## src/rtl/jk_bank_seq.sv

```systemverilog
// jk_bank_seq: command sequencer for an external bank of JK flip-flops.
// Accepts one command at a time and turns it into registered J/K drive vectors.
// After each drive step it waits for the bank to settle, then reads q back.
// The readback is compared with the value that step should have produced.
module jk_bank_seq #(
  parameter int WIDTH      = 4,
  parameter int SETTLE_CYC = 1
) (
  input  logic             clk,
  input  logic             rst_n,
  input  logic             cmd_valid,
  output logic             cmd_ready,
  input  logic [2:0]       cmd_op,
  input  logic [WIDTH-1:0] cmd_data,
  input  logic [7:0]       cmd_count,
  input  logic [WIDTH-1:0] q_in,
  output logic [WIDTH-1:0] j_out,
  output logic [WIDTH-1:0] k_out,
  output logic             busy,
  output logic             done,
  output logic             err,
  output logic [WIDTH-1:0] result
);

  typedef enum logic [2:0] {
    S_IDLE,
    S_APPLY,
    S_WAIT,
    S_CHECK,
    S_DONE
  } state_t;

  localparam logic [2:0] OP_NOP    = 3'b000;
  localparam logic [2:0] OP_CLEAR  = 3'b001;
  localparam logic [2:0] OP_SET    = 3'b010;
  localparam logic [2:0] OP_TOGGLE = 3'b011;
  localparam logic [2:0] OP_LOAD   = 3'b100;
  localparam logic [2:0] OP_INC    = 3'b101;
  localparam logic [2:0] OP_DEC    = 3'b110;
  localparam logic [2:0] OP_RSVD   = 3'b111;

  localparam logic [WIDTH-1:0] ALL1      = '1;
  localparam logic [3:0]       WAIT_LAST = 4'(SETTLE_CYC - 1);

  state_t           state_q, state_d;
  logic [2:0]       op_q, op_d;
  logic [WIDTH-1:0] data_q, data_d;
  logic [7:0]       count_q, count_d;
  logic [WIDTH-1:0] exp_q, exp_d;
  logic [3:0]       wait_q, wait_d;
  logic [WIDTH-1:0] j_q, j_d;
  logic [WIDTH-1:0] k_q, k_d;
  logic             err_q, err_d;
  logic [WIDTH-1:0] result_q, result_d;
  logic             ready_q, ready_d;

  logic [2:0]       drv_op;
  logic [WIDTH-1:0] drv_data;
  logic [WIDTH-1:0] drv_j, drv_k, drv_exp;
  logic [WIDTH-1:0] inc_val, dec_val;

  assign inc_val = q_in + WIDTH'(1);
  assign dec_val = q_in - WIDTH'(1);

  // Drive vectors and expected readback for the next APPLY, computed from the live q_in
  always_comb begin
    drv_op   = (state_q == S_IDLE) ? cmd_op : op_q;
    drv_data = (state_q == S_IDLE) ? cmd_data : data_q;
    drv_j    = '0;
    drv_k    = '0;
    drv_exp  = '0;
    case (drv_op)
      OP_CLEAR: begin
        drv_k   = ALL1;
        drv_exp = '0;
      end
      OP_SET: begin
        drv_j   = ALL1;
        drv_exp = ALL1;
      end
      OP_TOGGLE: begin
        drv_j   = drv_data;
        drv_k   = drv_data;
        drv_exp = q_in ^ drv_data;
      end
      OP_LOAD: begin
        drv_j   = drv_data;
        drv_k   = ~drv_data;
        drv_exp = drv_data;
      end
      OP_INC: begin
        drv_j   = q_in ^ inc_val;
        drv_k   = q_in ^ inc_val;
        drv_exp = inc_val;
      end
      OP_DEC: begin
        drv_j   = q_in ^ dec_val;
        drv_k   = q_in ^ dec_val;
        drv_exp = dec_val;
      end
      default: begin
        drv_j   = '0;
        drv_k   = '0;
        drv_exp = '0;
      end
    endcase
  end

  // Next-state logic; j/k default to zero so they are only nonzero during APPLY
  always_comb begin
    state_d  = state_q;
    op_d     = op_q;
    data_d   = data_q;
    count_d  = count_q;
    exp_d    = exp_q;
    wait_d   = wait_q;
    err_d    = err_q;
    result_d = result_q;
    j_d      = '0;
    k_d      = '0;
    case (state_q)
      S_IDLE: begin
        if (cmd_valid && ready_q) begin
          op_d    = cmd_op;
          data_d  = cmd_data;
          count_d = cmd_count;
          err_d   = 1'b0;
          case (cmd_op)
            OP_NOP: state_d = S_DONE;
            OP_RSVD: begin
              state_d = S_DONE;
              err_d   = 1'b1;
            end
            OP_INC, OP_DEC: begin
              if (cmd_count == 8'd0) begin
                state_d = S_DONE;
              end else begin
                state_d = S_APPLY;
                j_d     = drv_j;
                k_d     = drv_k;
                exp_d   = drv_exp;
              end
            end
            default: begin
              state_d = S_APPLY;
              j_d     = drv_j;
              k_d     = drv_k;
              exp_d   = drv_exp;
            end
          endcase
        end
      end
      S_APPLY: begin
        state_d = S_WAIT;
        wait_d  = WAIT_LAST;
      end
      S_WAIT: begin
        if (wait_q == 4'd0) begin
          state_d = S_CHECK;
        end else begin
          wait_d = wait_q - 4'd1;
        end
      end
      S_CHECK: begin
        result_d = q_in;
        if (q_in != exp_q) begin
          err_d   = 1'b1;
          state_d = S_DONE;
        end else if (((op_q == OP_INC) || (op_q == OP_DEC)) && (count_q > 8'd1)) begin
          count_d = count_q - 8'd1;
          state_d = S_APPLY;
          j_d     = drv_j;
          k_d     = drv_k;
          exp_d   = drv_exp;
        end else begin
          state_d = S_DONE;
        end
      end
      S_DONE: state_d = S_IDLE;
      default: state_d = S_IDLE;
    endcase
    ready_d = (state_d == S_IDLE);
  end

  // State and datapath registers with synchronous active-low reset
  always_ff @(posedge clk) begin
    if (!rst_n) begin
      state_q  <= S_IDLE;
      op_q     <= OP_NOP;
      data_q   <= '0;
      count_q  <= 8'd0;
      exp_q    <= '0;
      wait_q   <= 4'd0;
      j_q      <= '0;
      k_q      <= '0;
      err_q    <= 1'b0;
      result_q <= '0;
      ready_q  <= 1'b0;
    end else begin
      state_q  <= state_d;
      op_q     <= op_d;
      data_q   <= data_d;
      count_q  <= count_d;
      exp_q    <= exp_d;
      wait_q   <= wait_d;
      j_q      <= j_d;
      k_q      <= k_d;
      err_q    <= err_d;
      result_q <= result_d;
      ready_q  <= ready_d;
    end
  end

  assign cmd_ready = ready_q;
  assign j_out     = j_q;
  assign k_out     = k_q;
  assign busy      = (state_q != S_IDLE);
  assign done      = (state_q == S_DONE);
  assign err       = err_q;
  assign result    = result_q;

endmodule

```

## config.mk

```make
export PLATFORM = sky130hd
export DESIGN_NAME = jk_bank_seq
export DESIGN_NICKNAME = d
export VERILOG_FILES = /design/src/rtl/jk_bank_seq.sv
export SDC_FILE = /design/constraint.sdc
export NUM_CORES = 1
export LEC_CHECK = 0
export CAP_MARGIN = 15
export CORE_ASPECT_RATIO = 0.9
export CORE_MARGIN = 3
export CORE_UTILIZATION = 50
export CTS_CLUSTER_DIAMETER = 60
export DETAILED_ROUTE_END_ITERATION = 8
export HOLD_SLACK_MARGIN = 0.06
export PLACE_DENSITY_LB_ADDON = 0.3
export SETUP_SLACK_MARGIN = 0.1
export SLEW_MARGIN = 10
export SYNTH_ARGS = -nofsm -noshare
export SYNTH_HDL_FRONTEND = slang
export SYNTH_SLANG_ARGS = --single-unit
export TNS_END_PERCENT = 5
```

## constraint.sdc

```tcl
create_clock -name clk -period 2.3 [get_ports clk]
set_input_delay 0.345 -clock clk [delete_from_list [all_inputs] [get_ports clk]]
set_output_delay 0.345 -clock clk [all_outputs]
set_load 0.1 [all_outputs]
```

==> results.py <==
metrics = {
    "sta": {
        "fin_skew_ns": 0.00774,
        "setup_viol": 0,
        "hold_ws_ns": 0.458,
        "period_minus_slack_ns": 2.12,
        "worst_pin_slew_ns": 0.581,
        "rsz0062_at_grt": "true",
        "fin_crit_sh_pct": 92.3,
        "slew_violations": 0,
        "max_freq_mhz": 471,
        "hold_viol": 0,
        "max-slew-margin-rel_pct": 60.9,
    },
    "worst_setup_path": {
        "startpoint_type": "register",
        "crit_path_end_kind": "register",
        "worstSetupPathType": "register to register",
        "cp_cell_sequence": "inv_1 -> ha_1 -> nor2_1 -> o311ai_2 -> o21a_1 -> a2111o_1 -> a211oi_1",
        "arrival_ns": 2.33,
        "crit_fanout": 5,
        "slowest_delay_ns": 0.45,
        "cp.required_ns": 2.51,
        "cp_slowest_cell": "a2111o_1",
        "r2r_cells": 7,
    },
    "cts": {
        "clk_path_buf_depth": 2,
        "cts_tree": "done",
        "htreeDepth": 2,
        "numCtsBuffers": 5,
        "cts_hold_buffers": 0,
        "cts.sinks": 40,
        "clkSlewWorstSetupHoldPaths_ns": 0.08,
        "clkLatencyLatePin_ns": 0.30,
        "cts_root_buffer": "clkbuf_8",
    },
    "floorplan": {
        "die_h_microns": 76.3,
        "dieArea_sq_um": 6420,
        "ios": 38,
        "dieWidth_microns": 84.2,
        "core_area_sq_um": 5070,
        "num_rows": 24,
        "start_util_pct": 54.2,
    },
    "route": {
        "drc": 0,
        "drt_wl_total_microns": 8210,
        "first_pass_iters": 5,
        "drtIter0Drc": 376,
        "dr_total_vias": 2907,
        "wl_per_cell_microns": 17.0,
        "viasPerCell": 6.03,
        "final_antenna_net_count": 0,
    },
    "yosys": {
        "syn_area_sq_um": 2750,
        "synth_seq_cells": 40,
        "syn-num-nets": 391,
        "syn_inst": 364,
        "synth_edf_count": 0,
        "seq_area_frac_synth_pct": 29.1,
        "synth_cell_type_count": 59,
        "synthArstFlopShare_pct": 0,
        "syn_area_per_cell_sq_um": 7.55,
        "synth-main-ff-cell": "dfxtp_1",
        "yosysWarnings": 0,
    },
    "placement": {
        "dp.cells": 472,
        "hpwl_microns": 6030,
        "routabilityCongestion": 0.930,
        "place.port_buffers": 37,
    },
    "global_route": {
        "antenna_found_initial": 0,
        "grt_pass1_vias": 2599,
        "grt_use_total_pct": 25.0,
        "grt_pass1_wl_microns": 13100,
        "overflow": 0,
        "grt_max_degree": 27,
    },
    "pwr": {
        "peakVddDrop_v": 0.000439,
        "power_density_nw_per_um2": 624,
        "p_leak_nw": 1.28,
        "p_total_mw": 2.12,
    },
    "cells_and_area": {
        "final_cell_mix": "54 x nand2_1, 48 x buf_4, 38 x dfxtp_1",
        "n_antenna_cell": 0,
        "layout.nets": 443,
        "final_common_cell": "nand2_1",
        "area_growth_pct": 23.8,
        "instances_no_fill": 482,
        "drive_above_1_share_pct": 17.7,
    },
    "run": {
        "max_cap_violations": 0,
    },
    "worst_hold_path": {
        "worstHoldPathType": "register to register",
        "holdPathStages": 2,
    },
    "outcome": {
        "status": "finished, final reports clean",
    },
}
[cells by family after synthesis]
logic type,Yosys count,share of synthesized area [%]
compound gates,105,24.2
simple gates,144,26.4
xor+xnor,15,4.78
mux,16,6.69
flops,40,29.1
buf+inv,39,6.51
fa+ha+maj,5,2.28
[per-layer routing]
layer | track usage, % | up-vias | part of all wire (%)
met4 | 5.79 | 0 | 0.97
met5 | 0 | - | 0
met3 | 5.41 | 11 | 6.9
li1 | - | 1406 | -
met1 | 37.2 | 1377 | 48
met2 | 36.4 | 113 | 44
[path summary, 6_finish.rpt]
kind                                   to  slack, ns  startpoint
worst min register to register  result[1]       0.46   result[1]
worst max register to register   k_out[0]       0.18  count_q[0]
worst max-delay path             k_out[0]       0.18  count_q[0]
worst min-delay path            result[1]       0.46   result[1]
[sequential cells by signal, indices dropped and copies added (netlist names)]
name	count
cmd_ready	1
j_out	4
state_q	3
count_q	8
op_q	3
data_q	4
result	4
k_out	4
wait_q	4
exp_q	4
err	1
[critical path, delay by kind of cell (launching register included)]
family	cells	cell delay, ns
AOI/OAI and AO/OA	4	1.02
DFF	1	0.39
and+or+nand+nor	1	0.27
adders and majority gates	1	0.26
buffers and inverters	1	0.10
[Yosys cell counts, types with 5 or more instances]
library cell,count,area [sq um]
a21oi_1,34,170
a31oi_1,5,31.3
buf_2,5,25.0
clkbuf_1,16,60.1
dfxtp_1,40,801
ha_1,5,62.6
inv_1,12,45.0
mux2i_1,9,90.1
nand2_1,54,203
nand2b_1,5,31.3
nand3_1,12,60.1
nor2_1,21,78.8
nor2b_1,7,43.8
nor3_1,12,60.1
nor3b_1,7,52.6
o211ai_1,8,60.1
o21ai_0,13,65.1
o21ai_1,15,75.1
xnor2_1,10,87.6
xor2_1,5,43.8
[timing repair]
| item | CTS | global route |
|---|---|---|
| gates resized for setup | 0 | 2 |
| buffers inserted | 0 | 1 |
| endpoints found under the setup margin | 0 | 4 |
[layout make-up]
cell class | instances | area (sq um)
clock buffers | 7 | 86.3
clock inverters | 1 | 7.51
fillers | 475 | 1670
inverters | 13 | 48.8
multi-input cells | 286 | 1780
flip-flops and latches | 40 | 803
well taps | 65 | 81.3
repair buffers | 70 | 591
[per-stage QoR]
stage                     cell area, sq um  setup TNS, ns  setup slack [ns]  util (%)
after detailed placement              3290        -0.0224           -0.0224      64.8
after CTS                             3380              0             0.202      66.6
after floorplan                       2750         -0.111           -0.0555         -
after global routing                  3400              0            0.0960      67.0
final                                 3400              0             0.178      67.0
after global placement                3290              0            0.0845      64.8
[where the power goes]
part	leakage (nW)	internal, mW	switching [mW]
clock	0.0445	0.244	0.250
combinational	0.907	0.335	0.515
sequential	0.325	0.733	0.0455
total	1.28	1.31	0.811
(Power assumes the default switching activity.)
